$ cat src/rtl/bumpy_motion_fsm.sv
// Bumpy ball motion/collision engine: per-frame gravity, bounce, key motion,
// tile collision decisions and level/lives bookkeeping for the map controller.
module bumpy_motion_fsm #(
  parameter int BUMPY_SIZE   = 32,
  parameter int GRAVITY      = 6,
  parameter int BOUNCE_V     = 96,
  parameter int HSPEED       = 32,
  parameter int VMAX         = 255,
  parameter int START_X      = 64,
  parameter int START_Y      = 320,
  parameter int LIVES        = 3,
  parameter int NUM_LVLS     = 2,
  parameter int DEATH_FRAMES = 60
) (
  input  logic             clk,
  input  logic             reset,
  input  logic             startOfFrame,
  input  logic             key_left,
  input  logic             key_right,
  input  logic [3:0][2:0]  area,
  output logic [10:0]      bumpy_x,
  output logic [10:0]      bumpy_y,
  output logic [2:0]       lvl,
  output logic             next_lvl,
  output logic [1:0]       lives,
  output logic             dying,
  output logic             game_over,
  output logic             win
);
  localparam logic [1:0] S_IDLE = 2'd0, S_PLAY = 2'd1, S_DYING = 2'd2, S_OVER = 2'd3;
  localparam logic [2:0] T_FREE = 3'd0, T_REGU = 3'd1, T_GATE = 3'd2, T_DEATH = 3'd3,
                         T_WALL = 3'd4, T_SPIKE = 3'd5, T_BRAKE = 3'd6;
  localparam int CW = $clog2(DEATH_FRAMES + 1);
  localparam logic [14:0] START_PX = 15'(START_X * 16);
  localparam logic [14:0] START_PY = 15'(START_Y * 16);
  localparam logic signed [16:0] XMAX = 17'((640 - BUMPY_SIZE) * 16);
  localparam logic signed [16:0] YMAX = 17'((448 - BUMPY_SIZE) * 16);
  localparam logic signed [10:0] VMAX_S = 11'(VMAX);

  logic [1:0]        state;
  logic [14:0]       pos_x, pos_y;
  logic signed [9:0] vx, vy;
  logic [CW-1:0]     cnt;

  logic [10:0]        y_px;
  logic [11:0]        y_bot, y_bnd, bnd_r;
  logic               contact, hazard, gate;
  logic signed [10:0] vy_g;
  logic signed [9:0]  vy_n, vx_n;
  logic signed [16:0] py, px, cur_x, lim_l, lim_r;

  assign y_px    = pos_y[14:4];
  assign y_bot   = {1'b0, y_px} + 12'(BUMPY_SIZE);
  assign y_bnd   = {({1'b0, y_px[10:6]} + 6'd1), 6'd0};
  assign contact = (y_bot >= y_bnd);
  assign hazard  = contact && (area[3] == T_SPIKE || area[3] == T_DEATH);
  assign gate    = contact && (area[3] == T_GATE);

  // vertical: gravity, floor bounce, ceiling stop
  always_comb begin
    vy_g = {vy[9], vy} + 11'(GRAVITY);
    if (vy_g > VMAX_S) vy_g = VMAX_S;
    vy_n = vy_g[9:0];
    py   = $signed({2'b00, pos_y}) + {{6{vy_g[10]}}, vy_g};
    if (vy_g > 11'sd0 && (area[3] == T_REGU || area[3] == T_BRAKE) && contact) begin
      py   = {1'b0, y_bnd - 12'(BUMPY_SIZE), 4'd0};
      vy_n = 10'(-BOUNCE_V);
    end else if (vy_g < 11'sd0 && area[1] != T_FREE && y_px[5:0] == 6'd0) begin
      py   = $signed({2'b00, pos_y});
      vy_n = 10'sd0;
    end
    if (py < 17'sd0) py = 17'sd0;
    else if (py > YMAX) py = YMAX;
  end

  // horizontal: key speed, brake, wall stop at the current tile edge
  always_comb begin
    vx_n = 10'sd0;
    if (key_right && !key_left) vx_n = 10'(HSPEED);
    else if (key_left && !key_right) vx_n = 10'(-HSPEED);
    if (area[3] == T_BRAKE && contact) vx_n = 10'sd0;
    cur_x = $signed({2'b00, pos_x});
    bnd_r = {1'b0, pos_x[14:10], 6'd0} + 12'd64;
    lim_r = {1'b0, bnd_r - 12'(BUMPY_SIZE), 4'd0};
    lim_l = {2'b00, pos_x[14:10], 10'd0};
    px    = cur_x + {{7{vx_n[9]}}, vx_n};
    if (vx_n > 10'sd0 && (area[2] == T_WALL || area[2] == T_REGU) && px > lim_r)
      px = (lim_r > cur_x) ? lim_r : cur_x;
    if (vx_n < 10'sd0 && (area[0] == T_WALL || area[0] == T_REGU) && px < lim_l)
      px = (lim_l < cur_x) ? lim_l : cur_x;
    if (px < 17'sd0) px = 17'sd0;
    else if (px > XMAX) px = XMAX;
  end

  always_ff @(posedge clk) begin
    if (reset) begin
      state    <= S_IDLE;
      pos_x    <= START_PX;
      pos_y    <= START_PY;
      vx       <= '0;
      vy       <= '0;
      lvl      <= '0;
      lives    <= 2'(LIVES);
      next_lvl <= 1'b0;
      win      <= 1'b0;
      cnt      <= '0;
    end else begin
      next_lvl <= 1'b0;
      if (startOfFrame) begin
        case (state)
          S_IDLE: state <= S_PLAY;
          S_PLAY: begin
            if (hazard) begin
              lives <= lives - 2'd1;
              if (lives == 2'd1) state <= S_OVER;
              else begin
                state <= S_DYING;
                cnt   <= '0;
              end
            end else if (gate) begin
              if (lvl == 3'(NUM_LVLS - 1)) begin
                win   <= 1'b1;
                state <= S_OVER;
              end else begin
                lvl      <= lvl + 3'd1;
                next_lvl <= 1'b1;
                pos_x    <= START_PX;
                pos_y    <= START_PY;
                vx       <= '0;
                vy       <= '0;
              end
            end else begin
              pos_x <= px[14:0];
              pos_y <= py[14:0];
              vx    <= vx_n;
              vy    <= vy_n;
            end
          end
          S_DYING: begin
            if (cnt == CW'(DEATH_FRAMES - 1)) begin
              state <= S_PLAY;
              pos_x <= START_PX;
              pos_y <= START_PY;
              vx    <= '0;
              vy    <= '0;
            end else cnt <= cnt + 1'b1;
          end
          default: ;
        endcase
      end
    end
  end

  assign bumpy_x   = pos_x[14:4];
  assign bumpy_y   = pos_y[14:4];
  assign dying     = (state == S_DYING);
  assign game_over = (state == S_OVER);
endmodule

$ cat config.mk
export PLATFORM = sky130hd
export DESIGN_NAME = bumpy_motion_fsm
export DESIGN_NICKNAME = d
export VERILOG_FILES = /design/src/rtl/bumpy_motion_fsm.sv
export SDC_FILE = /design/constraint.sdc
export NUM_CORES = 1
export LEC_CHECK = 0
export CORE_MARGIN = 3
export CORE_UTILIZATION = 59
export DETAILED_ROUTE_END_ITERATION = 8
export HOLD_SLACK_MARGIN = 0.03
export PLACE_DENSITY = 0.78
export SLEW_MARGIN = 15
export SYNTH_ARGS = -nofsm -noshare
export SYNTH_HDL_FRONTEND = slang
export SYNTH_SLANG_ARGS = --single-unit
$ cat constraint.sdc
create_clock -name clk -period 10.4 [get_ports clk]
set_input_delay 2.08 -clock clk [delete_from_list [all_inputs] [get_ports clk]]
set_output_delay 2.08 -clock clk [all_outputs]
set_load 0.005 [all_outputs]
==> impl_results.md, run 1 <==
* Crit path launch type: input port
* Yosys Warn Count at 0
* HP Class: flip-flop to flip-flop
* Tot GR Track Use at 0.258
* Arrival time of data at the critical path endpoint at about 8.9 ns
* Detailed-placement wirelength estimate at about 10000 um
* Congestion Overflow GR at 0
* Total number of nets in the final design at about 770
* Post-detailed-route via-to-cell ratio at ~6.2
* RSZ-0062 raised after global routing: no
* Total CTS buffers at 5
* Status: finished, final reports clean
* Layout-stage area growth over the synthesis result at 8.77%
* Syn Inst Count at 684
* Placement-stage cell area at approximately 0.0057 mm^2
* Total of fill cells in the finished design at 774
* Delay-heaviest family, CP: compound AO/OA/AOI/OAI gates
* Fraction of final layout cells with drive strength greater than 1 at 0.0600
* Total number of H-tree levels at 2
* Final count of negative-setup-slack endpoints at 0
* Vias in the first global route at roughly 4700
* Number of sinks handled by clock tree synthesis at 55
* DIE HEIGHT at about 100 um
* Yosys cell types at 83
* Initial antenna violation count at 0
* Clk pin slew, worst setup/hold paths at 0.10 ns
* WS Path Type: input port to flip-flop
* Seq cells post-synth at 55
* Required time reported for the critical path endpoint at 10.64 ns
* Row count at 34
* Antenna cell count at 0
* Maximum number of pins on one net before global-route repair at 22
* Fraction of the yosys area taken by sequential cells at 0.206
* Total nets after synthesis at 754
* Antenna Violating Nets Remaining at 0
* Clock latency reported for the late side of the worst-skew pair at 0.31 ns
* Clock Path Buffers at 2
* Pleak at approximately 2.3 nW
* Horizontal die dimension at just over 100 um
* Number of flops mapped to enable cells by yosys at 0
* Initial core utilization at 0.610
* Post-route minimum period at 8.62 ns
* Worst slew margin relative to its limit at 0.278
* DR vias at around 5000
* Standard cell core area at roughly 0.0088 mm^2
* Clock tree root buffer cell: sky130_fd_sc_hd__clkbuf_8
* Routability congestion estimate from global placement at about 0.89
* Largest stage delay, worst path at between 0.4 and 0.5 ns
* Setup tns final at 0 ns
* Largest fanout on the critical path at 16
* Async SR Flop Fraction at 0
* Slowest stage cell on the critical path: sky130_fd_sc_hd__clkdlybuf4s50_1
* Leading cell types in the layout, fill and taps excluded: sky130_fd_sc_hd__nor2_1, sky130_fd_sc_hd__nand2_1, sky130_fd_sc_hd__dfxtp_1
* Pin slew with the least headroom to its limit at 1.07 ns
* Violation count after the first detailed-routing iteration at 209
* Number of hold buffers added after CTS at 0
* Number of hold-slack violations in the final timing report at 0
* Number of buffers added on ports at between 40 and 50
* IO Count at between 40 and 50
* Ratio of final minimum period to clock period at 0.828
* Netlist area before placement at between 0.005 and 0.006 mm^2
* Worst-case clock skew at between 0.015 and 0.02 ns
* DRC violation count after routing at 0
* Main flop type after synthesis: sky130_fd_sc_hd__dfxtp_1
* First-pass GRT wire length at about 22000 um
* Cells resized by post-CTS repair at 0
* Max-capacitance violation count at 0
* Highest clock frequency the design can meet at 116 MHz
* Routed Wire Length at between 10000 and 15000 um
* Most common cell after layout, fill and taps aside: sky130_fd_sc_hd__nor2_1
* Peak VDD IR at 0.0710 mV
* Syn_area_per_cell at a little under 8 um^2
* Pwr/cell area at just under 90 mW/mm^2
* CTS tree: done
* Worst path bufs/invs at 3
* Setup repair bufs after CTS at 0
* Wire length per cell after detailed routing at around 16 um
* Total die area at slightly above 0.01 mm^2
* First-pass DRT Iterations at 5
* Final max-slew violation count at 0
* Finished layout cell area at around 0.0058 mm^2
* Worst Setup End Kind: flip-flop
[routing by layer]
layer	part of all wire	vias up	GRT usage
li1	-	2496	-
met1	0.46	2403	0.358
met2	0.49	116	0.433
met3	0.042	13	0.0337
met4	0.0071	0	0.0481
met5	0	-	0
[per-stage QoR]
stage / util / total power [mW] / worst slack, ns / std cells / hold slack (ns)
after floorplan: - / 0.337 / 2.22 / 684 / 0.448
after global placement: 0.652 / 0.372 / 1.76 / 800 / 0.454
after detailed placement: 0.652 / 0.376 / 1.52 / 800 / 0.472
after CTS: 0.664 / 0.503 / 1.81 / 808 / 0.486
after global routing: 0.664 / 0.529 / 1.17 / 808 / 0.516
final: 0.664 / 0.503 / 1.78 / 808 / 0.483
[cells by family after synthesis]
| family | after synthesis | share of synthesized area |
|---|---|---|
| flip-flops | 55 | 0.206 |
| AND/OR/NAND/NOR | 259 | 0.253 |
| AO/OA/AOI/OAI | 186 | 0.251 |
| buffers and inverters | 80 | 0.0749 |
| multiplexers | 10 | 0.0201 |
| adder cells (fa/ha/maj) | 53 | 0.127 |
| XOR/XNOR | 41 | 0.0685 |
[cell usage after synthesis (3+ instances only)]
| library cell | count | area [um^2] |
|---|---|---|
| sky130_fd_sc_hd__a211o_1 | 3 | 26.3 |
| sky130_fd_sc_hd__a211oi_1 | 5 | 37.5 |
| sky130_fd_sc_hd__a21boi_0 | 4 | 30.0 |
| sky130_fd_sc_hd__a21o_1 | 10 | 75.1 |
| sky130_fd_sc_hd__a21oi_1 | 42 | 210 |
| sky130_fd_sc_hd__a22o_1 | 12 | 105 |
| sky130_fd_sc_hd__a22oi_1 | 6 | 45.0 |
| sky130_fd_sc_hd__a31oi_1 | 6 | 37.5 |
| sky130_fd_sc_hd__and2_1 | 9 | 56.3 |
| sky130_fd_sc_hd__and4_1 | 4 | 35.0 |
| sky130_fd_sc_hd__buf_2 | 5 | 25.0 |
| sky130_fd_sc_hd__buf_4 | 23 | 173 |
| sky130_fd_sc_hd__clkbuf_1 | 12 | 45.0 |
| sky130_fd_sc_hd__dfxtp_1 | 55 | 1100 |
| sky130_fd_sc_hd__ha_1 | 51 | 638 |
| sky130_fd_sc_hd__inv_1 | 38 | 143 |
| sky130_fd_sc_hd__mux2i_1 | 7 | 70.1 |
| sky130_fd_sc_hd__nand2_1 | 62 | 233 |
| sky130_fd_sc_hd__nand2b_1 | 9 | 56.3 |
| sky130_fd_sc_hd__nand3_1 | 15 | 75.1 |
| sky130_fd_sc_hd__nand4_1 | 6 | 37.5 |
| sky130_fd_sc_hd__nand4b_1 | 4 | 35.0 |
| sky130_fd_sc_hd__nor2_1 | 76 | 285 |
| sky130_fd_sc_hd__nor2b_1 | 6 | 37.5 |
| sky130_fd_sc_hd__nor3_1 | 23 | 115 |
| sky130_fd_sc_hd__nor3b_1 | 6 | 45.0 |
| sky130_fd_sc_hd__nor4_1 | 11 | 68.8 |
| sky130_fd_sc_hd__nor4_4 | 3 | 63.8 |
| sky130_fd_sc_hd__o2111ai_1 | 4 | 35.0 |
| sky130_fd_sc_hd__o211a_1 | 3 | 30.0 |
| sky130_fd_sc_hd__o211ai_1 | 11 | 82.6 |
| sky130_fd_sc_hd__o21a_1 | 8 | 60.1 |
| sky130_fd_sc_hd__o21ai_0 | 28 | 140 |
| sky130_fd_sc_hd__o21ai_1 | 3 | 15.0 |
| sky130_fd_sc_hd__o21bai_1 | 4 | 30.0 |
| sky130_fd_sc_hd__o31ai_1 | 6 | 45.0 |
| sky130_fd_sc_hd__or3_1 | 5 | 31.3 |
| sky130_fd_sc_hd__or4_4 | 3 | 33.8 |
| sky130_fd_sc_hd__xnor2_1 | 23 | 201 |
| sky130_fd_sc_hd__xor2_1 | 17 | 149 |
[sequential cells by signal, summed over array words and instances, names as in the netlist]
name / flops
lives: 2
lvl: 3
vy: 10
cnt: 6
pos_y: 15
win: 1
next_lvl: 1
pos_x: 15
state: 2
[cell type report]
| cell class | count | area (um^2) | share of cell area |
|---|---|---|---|
| inverters | 39 | 146 | 0.0252 |
| clock buffers | 6 | 82.6 | 0.0142 |
| well taps | 108 | 135 | 0.0232 |
| clock inverters | 2 | 20.0 | 0.00344 |
| flip-flops and latches | 55 | 1100 | 0.189 |
| repair buffers | 49 | 485 | 0.0834 |
| multi-input cells | 549 | 3850 | 0.661 |
[where the power goes]
group / total (mW) / internal (mW) / switching (mW)
combinational: 0.151 / 0.0628 / 0.0881
clock: 0.129 / 0.0563 / 0.0732
sequential: 0.222 / 0.215 / 0.00730
total: 0.503 / 0.334 / 0.169
[worst paths after layout]
check / startpoint / end / slack (ns) / depth (start not counted)
worst min-delay path: pos_x[0] / pos_x[0] / 0.48 / 2
worst max register to register: pos_y[10] / pos_x[10] / 2.19 / 36
worst min register to register: pos_x[0] / pos_x[0] / 0.48 / 2
worst max-delay path: area[9] / pos_x[10] / 1.78 / 30
[tightest hold or removal path: stages, from the launching register on]
cell	delay, ns
sky130_fd_sc_hd__dfxtp_1	0.34
sky130_fd_sc_hd__nand2_1	0.06
sky130_fd_sc_hd__o31ai_1	0.05
No activity file was read; power rests on OpenSTA's default activity.
==> run 2, diff against run 1 <==
==> constraint.sdc (replaced) <==
create_clock -name clk -period 8.9 [get_ports clk]
set_input_delay 1.78 -clock clk [delete_from_list [all_inputs] [get_ports clk]]
set_output_delay 1.78 -clock clk [all_outputs]
set_load 0.005 [all_outputs]
==> impl_results.md, run 2 (synthesis results as in run 1) <==
* Standard cell core area at 0.00876 mm^2 (unchanged)
* Tot GR Track Use at 0.264 (was 0.258)
* Most common cell after layout, fill and taps aside: sky130_fd_sc_hd__nor2_1 (unchanged)
* Pleak at 2.33 nW (was 2.32 nW)
* DIE HEIGHT at 101 um (unchanged)
* Total of fill cells in the finished design at 790 (was 774)
* Highest clock frequency the design can meet at about 120 MHz
* First-pass GRT wire length at 22300 um (was 22100 um)
* Maximum number of pins on one net before global-route repair at 22 (unchanged)
* Number of sinks handled by clock tree synthesis at 55 (unchanged)
* Total CTS buffers at 5 (unchanged)
* DRC violation count after routing at 0 (unchanged)
* Horizontal die dimension at 101 um (unchanged)
* Clock latency reported for the late side of the worst-skew pair at 0.33 ns (was 0.31 ns)
* Setup tns final at 0 ns (unchanged)
* RSZ-0062 raised after global routing: no (unchanged)
* Clock Path Buffers at 2 (unchanged)
* Clk pin slew, worst setup/hold paths at 0.11 ns (was 0.10 ns)
* Number of cells on the worst reg-to-reg path at 36 (unchanged)
* Cells resized by post-CTS repair at 0 (unchanged)
* Worst Setup EP: pos_x[12] (was pos_x[10])
* Congestion Overflow GR at 0 (unchanged)
* Number of hold-slack violations in the final timing report at 0 (unchanged)
* Arrival time of data at the critical path endpoint at 8.57 ns (was 8.85 ns)
* Cells after DPL at 801 (was 800)
* Slowest stage cell on the critical path: sky130_fd_sc_hd__clkdlybuf4s50_1 (unchanged)
* Worst-case setup margin in the final layout at 0.526 ns (was 1.78 ns)
* Biggest registers after layout: pos_x (15), pos_y (15), vy (10) (unchanged)
* Worst hold slack across all endpoints at 0.490 ns (was 0.483 ns)
* Max-capacitance violation count at 0 (unchanged)
* Wire length per cell after detailed routing at 16.4 um (was 16.3 um)
* Startpoint of the most critical register-to-register path: pos_y[10] (unchanged)
* Terminus of the critical flop-to-flop path: pos_x[12] (was pos_x[10])
* Vias in the first global route at 4691 (was 4701)
* Required time reported for the critical path endpoint at 9.09 ns (was 10.64 ns)
* Clock tree root buffer cell: sky130_fd_sc_hd__clkbuf_8 (unchanged)
* Number of hold buffers added after CTS at 0 (unchanged)
* Status: finished, final reports clean (unchanged)
* Total number of H-tree levels at 2 (unchanged)
* Routability congestion estimate from global placement at 0.895 (was 0.892)
* WS Path Type: input port to flip-flop (unchanged)
* Worst-case clock skew at 0.0136 ns (was 0.0154 ns)
* HP Class: flip-flop to flip-flop (unchanged)
* R2R Setup Slk at 0.63 ns (was 2.19 ns)
* Antenna cell count at 0 (unchanged)
* Ratio of final minimum period to clock period at 0.941
* Routed Wire Length at 13300 um (was 13200 um)
* Layout-stage area growth over the synthesis result at 9.05% (was 8.77%)
* Setup WS pre-CTS at 0.299 ns (was 1.52 ns)
* Post-detailed-route via-to-cell ratio at 6.23 (was 6.22)
* Leading cell types in the layout, fill and taps excluded: sky130_fd_sc_hd__nor2_1, sky130_fd_sc_hd__nand2_1, sky130_fd_sc_hd__dfxtp_1 (unchanged)
* Placement-stage cell area at 0.00572 mm^2 (about the same)
* Critical Path Source: area[9] (unchanged)
* Row count at 34 (unchanged)
* DR vias at 5040 (was 5028)
* Final count of negative-setup-slack endpoints at 0 (unchanged)
* IO Count at 48 (unchanged)
* Antenna Violating Nets Remaining at 0 (unchanged)
* Number of buffers added on ports at 47 (unchanged)
* Crit path launch type: input port (unchanged)
* Setup repair bufs after CTS at 0 (unchanged)
* Violation count after the first detailed-routing iteration at 213 (was 209)
* Largest fanout on the critical path at 16 (unchanged)
* Non-filler instance count after layout at 809 (was 808)
* Peak VDD IR at 0.0734 mV (was 0.0710 mV)
* Largest stage delay, worst path at 0.48 ns (was 0.47 ns)
* Worst Setup End Kind: flip-flop (unchanged)
* Total number of nets in the final design at 770 (was 769)
* Finished layout cell area at 0.00583 mm^2 (was 0.00582 mm^2)
* Worst slew margin relative to its limit at 0.471 (was 0.278)
* First-pass DRT Iterations at 5 (unchanged)
* Detailed-placement wirelength estimate at 10400 um (was 10300 um)
* Initial antenna violation count at 0 (unchanged)
* Final max-slew violation count at 0 (unchanged)
* Initial core utilization at 0.610 (unchanged)
* Pwr/cell area at 101 mW/mm^2 (was 86.4 mW/mm^2)
* CTS tree: done (unchanged)
* Total die area at 0.0102 mm^2 (unchanged)
* Fraction of final layout cells with drive strength greater than 1 at 0.0628 (was 0.0600)
* Post-route minimum period at 8.37 ns
* Pin slew with the least headroom to its limit at 0.786 ns (was 1.07 ns)
==> run 2: worst min path at each step <==
| stage | cells after the start | startpoint | slack (ns) | end |
|---|---|---|---|---|
| 2_1_floorplan | 2 | pos_x[1] | 0.45 | pos_x[1] |
| 3_3_place_gp | 2 | win | 0.45 | win |
| 3_5_place_dp | 1 | pos_x[3] | 0.48 | pos_x[3] |
| 4_1_cts | 2 | pos_x[0] | 0.49 | pos_x[0] |
| 5_1_grt | 1 | pos_x[3] | 0.51 | pos_x[3] |
| 6_report | 2 | pos_x[0] | 0.49 | pos_x[0] |
==> run 2: final cells by class <==
type	count	area (um^2)	area share
Clock buffer	5	68.8	0.0118
Clock inverter	3	33.8	0.00579
Inverter	39	146	0.0251
Multi-Input combinational cell	549	3850	0.661
Sequential cell	55	1100	0.189
Tap cell	108	135	0.0232
Timing Repair Buffer	50	493	0.0845
==> run 2: stage by stage <==
step | util | power, mW
6_report | 0.666 | 0.589
5_1_grt | 0.666 | 0.624
4_1_cts | 0.665 | 0.589
3_5_place_dp | 0.653 | 0.438
3_3_place_gp | 0.653 | 0.434
2_1_floorplan | - | 0.394
==> run 2: power breakdown <==
group          internal (mW)  leakage, nW  switching, mW
registers              0.251        0.444        0.00852
clock network         0.0595       0.0515         0.0937
logic                 0.0737         1.83          0.102
total                  0.385         2.33          0.205
==> run 2: per-layer routing <==
metal  track usage  share of wire  vias up
met5             0              0        -
met4        0.0501          0.011        0
met3        0.0303          0.046       20
met2         0.450           0.49      149
met1         0.361           0.46     2375
li1              -              -     2496
==> run 2: critical path: cells and delay by family <==
kind	cells	cell delay, ns
AOI/OAI and AO/OA	10	2.28
and+or+nand+nor	8	1.19
muxes	5	1.09
adders and majority gates	3	1.00
buffers and inverters	3	0.98
xor gates and xnor gates	1	0.24
